File: src/rtl/spi_tx_arbiter.sv
// spi_tx_arbiter: round-robin arbiter that forwards whole packets from two
// byte-stream requesters (FIB, PIT return path) to a single SPI transmit port.
// Packet length comes from meta bit 6 (interest vs data); a packet is never
// truncated once granted, and a grant always passes through IDLE.
module spi_tx_arbiter #(
    parameter int INTEREST_BYTES = 17,
    parameter int DATA_BYTES     = 41
) (
    input  logic       clk,
    input  logic       rst,
    input  logic [1:0] req,
    input  logic [7:0] in_byte0,
    input  logic [7:0] in_byte1,
    input  logic [1:0] in_valid,
    output logic [1:0] in_ready,
    output logic [1:0] gnt,
    output logic [7:0] tx_byte,
    output logic       tx_valid,
    input  logic       tx_ready,
    output logic       pkt_done
);

    typedef enum logic [1:0] {
        ST_IDLE = 2'd0,
        ST_META = 2'd1,
        ST_BODY = 2'd2,
        ST_DONE = 2'd3
    } state_t;

    // Remaining-byte counts loaded after the meta byte has gone out.
    localparam logic [5:0] INTEREST_LEN_M1 = 6'(INTEREST_BYTES - 1);
    localparam logic [5:0] DATA_LEN_M1     = 6'(DATA_BYTES - 1);

    state_t     state_r;
    state_t     next_state_s;
    logic       cur_idx_r;
    logic       last_idx_r;
    logic       win_idx_s;
    logic       sel_idx_s;
    logic [1:0] gnt_next_s;
    logic [5:0] cnt_r;
    logic [1:0] gnt_r;
    logic       pkt_done_r;
    logic       active_s;
    logic       xfer_s;
    logic       last_xfer_s;

    // Round-robin pick: on a tie the requester not served last wins.
    always_comb begin
        win_idx_s = 1'b0;
        case (req)
            2'b01:   win_idx_s = 1'b0;
            2'b10:   win_idx_s = 1'b1;
            2'b11:   win_idx_s = ~last_idx_r;
            default: win_idx_s = 1'b0;
        endcase
        if (state_r == ST_IDLE) begin
            sel_idx_s = win_idx_s;
        end else begin
            sel_idx_s = cur_idx_r;
        end
        if ((next_state_s == ST_META) || (next_state_s == ST_BODY)) begin
            gnt_next_s = sel_idx_s ? 2'b10 : 2'b01;
        end else begin
            gnt_next_s = 2'b00;
        end
    end

    // State register.
    always_ff @(posedge clk) begin
        if (rst) begin
            state_r <= ST_IDLE;
        end else begin
            state_r <= next_state_s;
        end
    end

    // Next-state logic: packet ends on byte count, never on req.
    always_comb begin
        next_state_s = state_r;
        case (state_r)
            ST_IDLE: begin
                if (req != 2'b00) begin
                    next_state_s = ST_META;
                end else begin
                    next_state_s = ST_IDLE;
                end
            end
            ST_META: begin
                if (xfer_s) begin
                    next_state_s = ST_BODY;
                end else begin
                    next_state_s = ST_META;
                end
            end
            ST_BODY: begin
                if (last_xfer_s) begin
                    next_state_s = ST_DONE;
                end else begin
                    next_state_s = ST_BODY;
                end
            end
            ST_DONE: next_state_s = ST_IDLE;
            default: next_state_s = ST_IDLE;
        endcase
    end

    // Output logic: byte path is a combinational mux of the granted requester.
    always_comb begin
        active_s = (state_r == ST_META) || (state_r == ST_BODY);
        if (active_s) begin
            tx_valid = in_valid[cur_idx_r];
            tx_byte  = cur_idx_r ? in_byte1 : in_byte0;
            in_ready = cur_idx_r ? {tx_ready, 1'b0} : {1'b0, tx_ready};
        end else begin
            tx_valid = 1'b0;
            tx_byte  = 8'h00;
            in_ready = 2'b00;
        end
        xfer_s      = tx_valid && tx_ready;
        // A zero count is treated as last too, so the counter cannot wrap.
        last_xfer_s = xfer_s && (state_r == ST_BODY) && (cnt_r <= 6'd1);
    end

    // Grant, done pulse, round-robin history and byte counter.
    always_ff @(posedge clk) begin
        if (rst) begin
            cur_idx_r  <= 1'b0;
            last_idx_r <= 1'b1;
            cnt_r      <= 6'd0;
            gnt_r      <= 2'b00;
            pkt_done_r <= 1'b0;
        end else begin
            pkt_done_r <= (next_state_s == ST_DONE);
            gnt_r      <= gnt_next_s;
            cur_idx_r  <= sel_idx_s;
            if (state_r == ST_DONE) begin
                last_idx_r <= cur_idx_r;
            end
            if ((state_r == ST_META) && xfer_s) begin
                cnt_r <= tx_byte[6] ? INTEREST_LEN_M1 : DATA_LEN_M1;
            end else if ((state_r == ST_BODY) && xfer_s) begin
                cnt_r <= cnt_r - 6'd1;
            end
        end
    end

    assign gnt      = gnt_r;
    assign pkt_done = pkt_done_r;

endmodule

File: config.mk
export PLATFORM = sky130hd
export DESIGN_NAME = spi_tx_arbiter
export DESIGN_NICKNAME = d
export VERILOG_FILES = /design/src/rtl/spi_tx_arbiter.sv
export SDC_FILE = /design/constraint.sdc
export NUM_CORES = 1
export LEC_CHECK = 0
export BUFFER_PORTS_ARGS = -buffer_cell sky130_fd_sc_hd__buf_2
export CAP_MARGIN = 20
export CORE_MARGIN = 2
export CORE_UTILIZATION = 35
export DETAILED_ROUTE_END_ITERATION = 16
export PLACE_DENSITY = 0.59
export SLEW_MARGIN = 20
export SYNTH_ARGS = -nofsm -noshare
export SYNTH_HDL_FRONTEND = slang
export SYNTH_SLANG_ARGS = --single-unit
File: constraint.sdc
create_clock -name clk -period 2.6 [get_ports clk]
set_clock_uncertainty 0.2 [all_clocks]
set_input_delay 0.26 -clock clk [delete_from_list [all_inputs] [get_ports clk]]
set_output_delay 0.26 -clock clk [all_outputs]
set_load 0.005 [all_outputs]
Word-level counts from Yosys, hierarchy flattened:

Index checks and enable logic that the tools add are counted.

* register bits: 13
* logic and storage cells: 46
* bits of input ports: 23

* reduce and logical (&&, ||, !) cells: 10
* bitwise gates (word level): 2
* $add $sub $neg: 1
* $lt $le $gt $ge: 2
* mux-type cells: 17
* equality and inequality tests: 8

Operators with widths (number)
* 2-to-1 mux 6 bit: 3
* 2-to-1 mux 8 bit: 2
* equality test 2 bit, second input constant: 6
* 2-to-1 mux 2 bit: 4
* case mux 2 bit (4 select lines): 1
* <= comparator 6 x 1 -> 1 bit, second input constant: 1
* 2-to-1 mux 1 bit: 6
* subtractor 6 x 1 -> 6 bit, second input constant: 1
* equality test 2 x 1 -> 1 bit, second input constant: 2
* logical AND 1 bit: 4
* nonzero test 2 bit: 2
* zero test 2 bit: 1
* logical OR 1 bit: 2
* < comparator 1 x 2 -> 1 bit, second input constant: 1
* inverter 1 bit: 2
* case mux 1 bit (2 select lines): 1
* OR reduction 2 bit: 1

Longest topological paths before layout:

Gate-level depths: netlist of the first run.

* depth after elaboration: 12
* depth in mapped cells: 9

Least setup slack after synthesis of the first run:

OpenSTA, ideal clock, no wires.

* path type: register to register
* from: register state_r[0]
* to: register gnt_r[0], in the netlist gnt[0]
* clock period less this slack: 2291 ps
* path buffers: 0
* slack: 309 ps
* data arrival time: 1976 ps
* cell stages (with the launch flop): 9
* cell sequence: dfxtp_1 > inv_1 > ha_1 > or4b_1 > nor4_1 > a211oi_1 > a21oi_1 > ha_1 > and3b_1

* word-level cells in the longest chain between the ends: 12

RTL lines
* from (decl): line 34 `state_t state_r;`
* from (signal assigned): line 74 `state_r <= next_state_s;`
* equality test 2 x 1 -> 1 bit or equality test 2 bit (tied branches): line 81, 110, 122
* logical OR 1 bit: line 110 `active_s = (state_r == ST_META) || (state_r == ST_BODY);`
* 2-to-1 mux 1 bit: line 111 `if (active_s) begin`
* logical AND 1 bit: line 120 `xfer_s = tx_valid && tx_ready;`
* logical AND 1 bit (2 in series): line 122 `last_xfer_s = xfer_s && (state_r == ST_BODY) && (cnt_r <= 6'd1);`
* 2-to-1 mux 1 bit: line 97 `if (last_xfer_s) begin`
* case mux 2 bit (4 select lines) (*): line 81 `case (state_r)`
* named net next_state_s[0]: line 35 `state_t next_state_s;`
* equality test 2 x 1 -> 1 bit or equality test 2 bit (tied branches): line 62 `if ((next_state_s == ST_META) || (next_state_s == ST_BODY)) begin`
* logical OR 1 bit (*): line 62
* inverter 1 bit (no source line) (*)
* OR reduction 2 bit (no source line) (*)
* to (signal assigned): line 135 `gnt_r <= gnt_next_s;`
* to (decl): line 42 `logic [1:0] gnt_r;`

Mark *: on every way through the listed nets, which the timed path passes. The rest lies on a longest branch.
A chain may end at the register's enable or synchronous reset.

Worst setup path after layout of the first run:

Same ends and word-level chain as after synthesis.

==> impl_metrics.json, run 1 <==
{
  "rows": 17,
  "antenna_found_initial": 0,
  "static-leakage-power_nw": 0.484,
  "swShare": 0.305,
  "timing.setup.tns_ns": 0,
  "pin_count": 37,
  "max_slew.worst_pin.slew_ns": 0.381,
  "netlist_area_sq_um": 846,
  "cts_sinks": 13,
  "first_iter_violations": 14,
  "clk_pin_slew_ns": 0.09,
  "required_ns": 2.58,
  "grt_pass1_wl_microns": 3340,
  "dp_slack_ns": 0.259,
  "avgSynthCellArea_sq_um": 8.13,
  "netlist_instances": 104,
  "synth_top_area_share": 0.308,
  "dp_hpwl_microns": 1600,
  "cts_repair_resize_count": 0,
  "synth_ff_type": "dfxtp_1",
  "worst_hold_path_type": "primary input to flip-flop",
  "sequentialPowerShare": 0.464,
  "fin_area_sq_um": 1090,
  "cts_setup_buffers": 0,
  "grt_max_degree": 15,
  "cts_made_buffers": 3,
  "power_density_nw_per_um2": 415,
  "portBuffers": 36,
  "hold_viol_final": 0,
  "drive_gt1_frac": 0.301,
  "slew_headroom": 0.739,
  "drv_slew": 0,
  "cp_common_cell": "ha_1",
  "crit_path_start_kind": "flip-flop",
  "max_freq_mhz": 425,
  "vias_per_cell": 5.08,
  "antenna_left": 0,
  "p_int_uw": 315,
  "htreeDepth": 1,
  "grtUsageTotal": 0.164,
  "synthTopCellsByArea": "dfxtp_1, ha_1, mux2i_1",
  "drcViolationCount": 0,
  "synth-async-reset-ratio": 0,
  "clk_latency_ns": 0.28,
  "placed_area_sq_um": 1070,
  "clock_path_buffers": 2,
  "synth_edf_count": 0,
  "seq_area_sq_um": 260,
  "status": "finished clean",
  "place.gp.congestion": 0.858,
  "cp_data_arrival_time_ns": 2.33,
  "max_cap_viol_count": 0,
  "crit_slowest_cell": "dfxtp_1",
  "worstSetupPathType": "flip-flop to flip-flop",
  "vias": 869,
  "yosysMostFrequentCell": "nor2_1",
  "ir_worst_vdd_mv": 0.209,
  "crit_chain": "inv_1 -> ha_1 -> nand2_1 -> or2_1 -> a211oi_1 -> a21oi_1 -> ha_1 -> and3b_1",
  "p_clk_frac": 0.289,
  "fp.dieW_microns": 53.2,
  "fin_crit_sh": 0.904,
  "first_pass_iters": 4,
  "combPwrFrac": 0.248,
  "core_sq_um": 2250,
  "finalNetCount": 175,
  "setup_slack_ns": 0.249,
  "finalSetupViolations": 0,
  "synth_area_leader_cell": "dfxtp_1",
  "yosysUniqueCellTypes": 33,
  "multi_input_area_sq_um": 539,
  "crit_buf_inv": 1,
  "root_buffer": "clkbuf_4",
  "dieArea_sq_um": 2830,
  "drt_wl_total_microns": 2020,
  "layout_min_cycle_time_ns": 2.35,
  "worstSetupEndpointType": "flip-flop",
  "rsz0062_at_grt": "no",
  "diodes": 0,
  "crit_family": "adder cells",
  "fill_cells": 230,
  "start_util": 0.375,
  "area_growth_pct": 29.4,
  "max_stage_delay_ns": 0.40,
  "post_drt_wl_per_cell_microns": 11.8,
  "cts_tree": "yes",
  "die_h_microns": 53.2,
  "ys_warn_count": 0,
  "ys_seq_area_frac": 0.308,
  "p_switching_uw": 139,
  "grt_pass1_vias": 796,
  "synth_seq_cells": 13,
  "holdBufCountCts": 0,
  "critPathMaxFanout": 5,
  "synth.cells.most_frequent": "nor2_1, dfxtp_1, mux2i_1, a21oi_1, ha_1",
  "synth_fp_nets": 135,
  "overflow": 0
}
## placed cells by master (no fill, tap or decap), drive strengths merged, types with 2 or more instances in the layout
master	instances
a21oi	8
o21ai	5
dfxtp	13
a211oi	2
nor2	15
a31oi	2
inv	7
o31ai	3
clkbuf	3
nand2	5
mux2i	9
clkinv	2
ha	8
buf	39
a211o	2
nor2b	4
## registers in the layout (all words and copies together) (netlist names)
| register | flops |
|---|---|
| cnt_r | 6 |
| cur_idx_r | 1 |
| gnt | 2 |
| last_idx_r | 1 |
| pkt_done | 1 |
| state_r | 2 |
## worst paths after layout
kind | startpoint | endpoint | slack [ns] | cells past startpoint
worst max-delay path | state_r[0] | gnt[0] | 0.25 | 8
worst min-delay path | rst | cnt_r[3] | 0.11 | 2
worst max register to register | state_r[0] | gnt[0] | 0.25 | 8
worst min register to register | cnt_r[1] | cnt_r[1] | 0.33 | 2
## power groups by stage
stage | registers (mW) | logic [mW] | clock network, mW
floorplan | 0.216 | 0.0642 | 0
global placement | 0.215 | 0.110 | 0
detailed placement | 0.215 | 0.113 | 0
CTS | 0.211 | 0.114 | 0.134
global route | 0.211 | 0.125 | 0.144
finish | 0.211 | 0.113 | 0.131
## through the flow
step,instances,power [mW],hold WS [ns],util
2_1_floorplan,104,0.280,0.132,-
3_3_place_gp,167,0.326,0.312,0.473
3_5_place_dp,167,0.328,0.311,0.473
4_1_cts,171,0.458,0.107,0.486
5_1_grt,171,0.481,0.118,0.486
6_report,171,0.454,0.107,0.486
## final cells by class
| cell class | instances | area share |
|---|---|---|
| inverter | 8 | 0.0274 |
| clock inverter | 1 | 0.00457 |
| multi-input combinational | 79 | 0.493 |
| timing repair buffer | 39 | 0.185 |
| clock buffer | 3 | 0.0206 |
| sequential | 13 | 0.238 |
| tap | 28 | 0.0320 |
## layer usage
layer,wire [microns],track usage
met5,0,0
met4,36,0.0897
met3,120,0.0198
met2,921,0.269
met1,940,0.207
## cells by family after synthesis
logic type	synth area share
flops	0.308
mux	0.107
buf+inv	0.0547
fa+ha+maj	0.118
compound gates	0.192
simple gates	0.220
Note: power is estimated with default switching activity, not from simulation.
==> run 2: changes to the inputs <==
- REMOVE_ABC_BUFFERS: default -> 1
==> run 2 against run 1 <==
Compared with the run above: cell area is 0.11% lower; die area stayed put; critical path depth unchanged; largest cell class unchanged; total power decreased by 0.63%; sequential share of layout area barely moved; core utilization is 0.056 points lower; count of clock-buffer cells in the layout up 1.
==> impl_metrics.json, run 2 (synthesis results as in run 1) <==
{
  "cts_made_buffers": 3,
  "antenna_found_initial": 0,
  "rows": 17,
  "holdBufCountCts": 0,
  "max_slew.worst_pin.slew_ns": 0.381,
  "drv_slew": 0,
  "crit_slowest_cell": "or4b_1",
  "finalNetCount": 175,
  "cp_common_cell": "ha_1",
  "start_util": 0.375,
  "final_cells": 171,
  "final_common_cell": "buf_2",
  "overflow": 0,
  "fin_crit_sh": 0.900,
  "dp_hpwl_microns": 1550,
  "antenna_left": 0,
  "required_ns": 2.58,
  "status": "finished clean",
  "static-leakage-power_nw": 0.481,
  "rsz0062_at_grt": "no",
  "fp.dieW_microns": 53.2,
  "die_h_microns": 53.2,
  "grt_pass1_wl_microns": 3540,
  "clock_path_buffers": 2,
  "worstSetupPathType": "flip-flop to flip-flop",
  "place.gp.congestion": 0.850,
  "drt_wl_total_microns": 2000,
  "ir_worst_vdd_mv": 0.222,
  "diodes": 0,
  "worstSetupEndpointType": "flip-flop",
  "area_growth_pct": 29.3,
  "htreeDepth": 1,
  "timing.setup.tns_ns": 0,
  "cp_data_arrival_time_ns": 2.32,
  "clk_latency_ns": 0.29,
  "post_drt_wl_per_cell_microns": 11.7,
  "worst_hold_path_type": "primary input to flip-flop",
  "dieArea_sq_um": 2830,
  "layout_min_cycle_time_ns": 2.34,
  "crit_path_start_kind": "flip-flop",
  "finalSetupViolations": 0,
  "grtUsageTotal": 0.174,
  "grt_pass1_vias": 854,
  "max_cap_viol_count": 0,
  "numPlacedInstances": 167,
  "hold_viol_final": 0,
  "first_iter_violations": 25,
  "core_sq_um": 2250,
  "drive_gt1_frac": 0.294,
  "fill_cells": 238,
  "cts_repair_resize_count": 0,
  "clk_pin_slew_ns": 0.08,
  "cts_setup_buffers": 0,
  "root_buffer": "clkbuf_4",
  "mostFrequentLayoutCells": "buf_2, nor2_1, dfxtp_1",
  "drcViolationCount": 0,
  "pin_count": 37,
  "critPathMaxFanout": 5,
  "largest_register_ffs": 6,
  "slew_headroom": 0.742,
  "crit_chain": "inv_1 -> ha_1 -> or4b_1 -> nor4_1 -> a211oi_1 -> a21oi_1 -> ha_1 -> and3b_1",
  "cts_sinks": 13,
  "vias": 893,
  "portBuffers": 36,
  "max_freq_mhz": 427,
  "first_pass_iters": 4,
  "cts_tree": "yes",
  "max_stage_delay_ns": 0.46,
  "top_register": "cnt_r",
  "grt_max_degree": 15,
  "power_density_nw_per_um2": 413,
  "vias_per_cell": 5.22,
  "final_util": 0.485
}
run 2: changes by cell type in the layout (fill, tap and decap cells not counted), sizes merged:
cell and change:
clkbuf +1, clkinv -1
run 2: path summary, 6_finish.rpt:
check                                start        to  slack, ns  depth (start not counted)
worst max-delay path            state_r[0]    gnt[0]       0.26                          8
worst max register to register  state_r[0]    gnt[0]       0.26                          8
worst min-delay path                   rst  cnt_r[3]       0.11                          2
worst min register to register    cnt_r[3]  cnt_r[3]       0.33                          2
run 2: metrics by stage:
stage | hold slack (ns) | setup slack (ns) | power [mW] | cell area, sq um
after floorplan | 0.129 | 0.312 | 0.277 | 830
after global placement | 0.313 | 0.351 | 0.324 | 1070
after detailed placement | 0.316 | 0.274 | 0.326 | 1070
after CTS | 0.106 | 0.260 | 0.458 | 1090
after global routing | 0.120 | 0.0748 | 0.484 | 1090
final | 0.109 | 0.260 | 0.451 | 1090
run 2: power breakdown:
group	switching, mW	internal [mW]
Combinational	0.0590	0.0521
Sequential	0.00471	0.206
Clock	0.0698	0.0597
Total	0.133	0.318
run 2: final cells by class:
cell class,instances,area [sq um],area share
well taps,28,35.0,0.0320
clock buffers,4,26.3,0.0240
repair buffers,39,203,0.185
flip-flops and latches,13,260,0.238
inverters,8,30.0,0.0275
multi-input cells,79,539,0.493
run 2: layer usage:
layer | routed length [microns] | up-vias | track usage
met3 | 138 | 5 | 0.0367
met1 | 925 | 399 | 0.201
met2 | 880 | 40 | 0.292
met4 | 55 | 0 | 0.103
li1 | - | 449 | -
met5 | 0 | - | 0
run 2: worst max-delay path: cells and delay by family (launching register included):
kind	cells	cell delay, ns
AO/OA/AOI/OAI	2	0.25
adder cells (fa/ha/maj)	2	0.42
AND/OR/NAND/NOR	3	0.90
buffers and inverters	1	0.11
flip-flops	1	0.35
